[src/rtl/mem_a_skew.sv]
// rtl/mem_a_skew.sv - operand-A buffer streaming a DIM x DIM matrix column-wise with diagonal skew
// Row i is a DIM+i deep shift chain; the i leading zeros it holds after a write produce the skew.

module mem_a_skew #(
    parameter int BITS_AB = 8,
    parameter int DIM     = 8
) (
    input  logic                          clk,
    input  logic                          rst_n,
    input  logic                          en,
    input  logic                          WrEn,
    input  logic signed [BITS_AB-1:0]     Ain  [DIM],
    input  logic        [$clog2(DIM)-1:0] Arow,
    output logic signed [BITS_AB-1:0]     Aout [DIM]
);

    localparam int AW = $clog2(DIM);

    for (genvar gi = 0; gi < DIM; gi++) begin : g_row
        localparam int            L   = DIM + gi;
        localparam logic [AW-1:0] ROW = AW'(gi);

        logic signed [BITS_AB-1:0] r_q [L];
        logic                      w_wr;

        // Out-of-range Arow (non power-of-two DIM) matches no row and is dropped.
        assign w_wr = WrEn && (Arow == ROW);

        always_ff @(posedge clk or negedge rst_n) begin
            if (!rst_n) begin
                for (int p = 0; p < L; p++) begin
                    r_q[p] <= '0;
                end
            end else if (w_wr) begin
                for (int p = 0; p < L; p++) begin
                    r_q[p] <= '0;
                end
                for (int j = 0; j < DIM; j++) begin
                    r_q[gi+j] <= Ain[j];
                end
            end else if (en) begin
                for (int p = 0; p < L-1; p++) begin
                    r_q[p] <= r_q[p+1];
                end
                r_q[L-1] <= '0;
            end
        end

        assign Aout[gi] = r_q[0];
    end

endmodule

[config.mk]
export PLATFORM = sky130hd
export DESIGN_NAME = mem_a_skew
export DESIGN_NICKNAME = d
export VERILOG_FILES = /design/src/rtl/mem_a_skew.sv
export SDC_FILE = /design/constraint.sdc
export NUM_CORES = 1
export LEC_CHECK = 0
export CAP_MARGIN = 20
export CORE_MARGIN = 1
export CORE_UTILIZATION = 23
export DETAILED_ROUTE_END_ITERATION = 10
export DONT_BUFFER_PORTS = 1
export MAX_ROUTING_LAYER = met4
export PLACE_DENSITY = 0.45
export SLEW_MARGIN = 15
export SYNTH_ARGS = -nofsm -noshare
export SYNTH_HDL_FRONTEND = slang
export SYNTH_SLANG_ARGS = --single-unit
[constraint.sdc]
create_clock -name clk -period 1 [get_ports clk]
set_input_delay 0.05 -clock clk [delete_from_list [all_inputs] [get_ports clk]]
set_output_delay 0.05 -clock clk [all_outputs]
set_load 0.1 [all_outputs]
==> results.json <==
{
  "grt_pass1_vias": 21014,
  "clkPwrFrac_pct": 32.0,
  "cp-startpoint": "Aout[62]",
  "worst_slack_ns": -0.450,
  "critPathRequiredTime_ns": 0.95,
  "worstMarginPinSlew_ns": 0.725,
  "drv_slew": 0,
  "grt_first_pass_wirelength_mm": 144,
  "ys_warn_count": 0,
  "wire_per_inst_um": 20.1,
  "seq_power_share_pct": 39.9,
  "rsz0062_at_grt": "true",
  "worstSetupEndpoint": "Aout[62]",
  "syn2layout_area_growth_pct": 35.4,
  "internal_power_w": 0.0725,
  "netlist_instances": 2454,
  "numCtsBuffers": 89,
  "drive_gt1_share_pct": 51.7,
  "root_buffer": "clkbuf_16",
  "path_max_fanout": 2,
  "portBuffers": 0,
  "ys_seq_elements": 736,
  "p_leak_nw": 24.0,
  "r2r_setup_slack_ns": -0.15,
  "synth_top_family_by_area": "multiplexers",
  "io_pins": 135,
  "p_switching_w": 0.0308,
  "instances_no_fill": 4690,
  "drtPass1Iterations": 4,
  "synth-edff-count": 0,
  "yosys.area_share.simple_pct": 4.05,
  "p_comb_share_pct": 28.1,
  "rows": 141,
  "hpwl_mm": 56.8,
  "timing.rr.end": "Aout[62]",
  "fin_worst_skew_ns": 0.0253,
  "ant_nets": 0,
  "die_area_um2": 151000,
  "failed_checks": "hold timing, setup timing",
  "crit_type": "flop to output pin",
  "clkLatencyLatePin_ns": 0.70,
  "sw_frac_of_total_pct": 29.8,
  "die_x_um": 389,
  "cts_tree": "yes",
  "synth_fa_ha_area_share_pct": 0,
  "synth_mux_area_share_pct": 38.6,
  "setup_tns_ns": -41.60,
  "setup_viol": 531,
  "synth_compound_area_share_pct": 0,
  "slew_headroom_pct": 51.7,
  "antenna_found_initial": 17,
  "cts_max_level": 3,
  "timing.rr.start": "Aout[62]",
  "status": "finished, violations left",
  "dieHeight_um": 389,
  "place.gp.congestion": 0.713,
  "place_inst": 4348,
  "drt-total-wl_mm": 94.3,
  "grt-ovfl-total": 0,
  "start_util_pct": 23.2,
  "reg2reg_depth": 3,
  "nets": 2748,
  "synthArstFlopShare_pct": 100,
  "cp-end-kind": "output pin",
  "clock_path_buffers": 3,
  "routed-via-count": 19732,
  "finalHoldViolations": 878,
  "start_kind": "flop",
  "pwr_density_cell_nw_per_um2": 2220,
  "via_per_inst": 4.21,
  "clk_pin_slew_ns": 0.06,
  "synth_nets": 2525,
  "grt_max_degree": 154,
  "syn_area_um2": 34400,
  "fmaxAchievable_mhz": 690,
  "max_cap_violations": 0,
  "power_w": 0.103,
  "drt-initial-drc-count": 926,
  "final.hold.worst_slack_ns": -0.931,
  "grtUsageTotal_pct": 12.9,
  "hp-class": "input pin to async pin",
  "yosysSeqAreaShare_pct": 53.5,
  "drc": 0,
  "fin_crit_ns": 1.45,
  "cp.arrival_ns": 1.40,
  "core_area_um2": 148000,
  "finalCritPeriodShare_pct": 145,
  "synth_cell_type_count": 18,
  "synth-xor-area-share_pct": 0,
  "cts_num_sinks": 736,
  "syn_area_per_cell_um2": 14.0,
  "ir_worst_vdd_mv": 1.21,
  "ys.flop_type": "dfrtp_1"
}
==> layer usage <==
layer	up-vias	track usage, %	part of all wire [%]
met5	-	-	0
li1	9081	-	-
met1	10284	17.2	48
met4	0	4.62	3.0
met2	230	19.8	47
met3	137	1.88	2.8
==> cells in the mapped netlist (3+ instances only) <==
master	count	share of area, %
nand4bb_1	3	0.098
nor2_1	224	2.4
and4b_1	3	0.087
buf_4	66	1.4
nor2b_1	64	1.2
nand4b_1	3	0.076
buf_6	7	0.23
clkbuf_1	29	0.32
mux2_4	60	2.6
mux2_2	900	29
nor4bb_1	3	0.087
buf_1	15	0.16
buf_2	114	1.7
dfrtp_1	736	54
mux2i_1	224	6.5
==> worst max-delay path: stages, from the launching register on <==
cell and delay, ns:
dfrtp_1 0.40, buf_6 0.14, buf_12 0.15
==> kinds of logic after synthesis <==
logic type             after synthesis
muxes                             1184
buffers and inverters              231
and+or+nand+nor                    303
DFF                                736
==> per-stage QoR <==
stage,util (%),setup slack (ns),instance area [um2]
2_1_floorplan,-,-0.293,38500
5_1_grt,31.4,-0.516,46500
3_5_place_dp,27.4,-2.41,40600
6_report,31.5,-0.450,46600
3_3_place_gp,27.4,-2.14,40500
4_1_cts,31.3,-0.536,46300
==> power by group through the flow <==
stage	registers, W	logic [W]	clock network, W
final	0.0412	0.0291	0.0330
after floorplan	0.0390	0.0216	0
after detailed placement	0.0415	0.0243	0
after CTS	0.0413	0.0291	0.0343
after global placement	0.0413	0.0237	0
after global routing	0.0420	0.0308	0.0354
==> final cells by class <==
| class | count | area, um2 |
|---|---|---|
| clock buffer | 132 | 2600 |
| multi-input combinational | 1487 | 17900 |
| clock inverter | 28 | 390 |
| fill | 14395 | 101000 |
| sequential | 736 | 18400 |
| timing repair buffer | 363 | 4810 |
| tap | 1930 | 2410 |
| antenna | 14 | 35.0 |
==> registers in the layout, summed over array words and instances, names as in the netlist <==
signal     flops
g_row.r_q    672
Aout          64
==> how the worst min path moves through the flow <==
stage,from,to,slack (ns)
6_report,rst_n,g_row[7].r_q[31],-0.93
2_1_floorplan,rst_n,Aout[0],-0.25
4_1_cts,rst_n,Aout[63],-1.01
5_1_grt,rst_n,g_row[6].r_q[23],-0.98
3_5_place_dp,rst_n,g_row[7].r_q[7],-0.24
3_3_place_gp,rst_n,g_row[7].r_q[7],-0.24
==> cell usage in the layout, fill, tap and decap left out, types with 23 or more instances in the layout <==
cell type        n
mux2_4         884
clkbuf_1        23
mux2_2          76
buf_12          97
dfrtp_1        720
dlygate4sd3_1   67
buf_4          150
clkbuf_16       91
nor2_1         224
nor2b_1         64
mux2i_1        224
==> what timing repair did <==
item / CTS / global route
cloned: 18 / 1
endpoints found under the setup margin: 1220 / 934
buffers inserted: 76 / 14
hold buffers: 66 / 2
resized for setup: 228 / 49
pin swaps: 0 / 7
hold endpoints to repair: 1054 / 936
(Power assumes the default switching activity.)
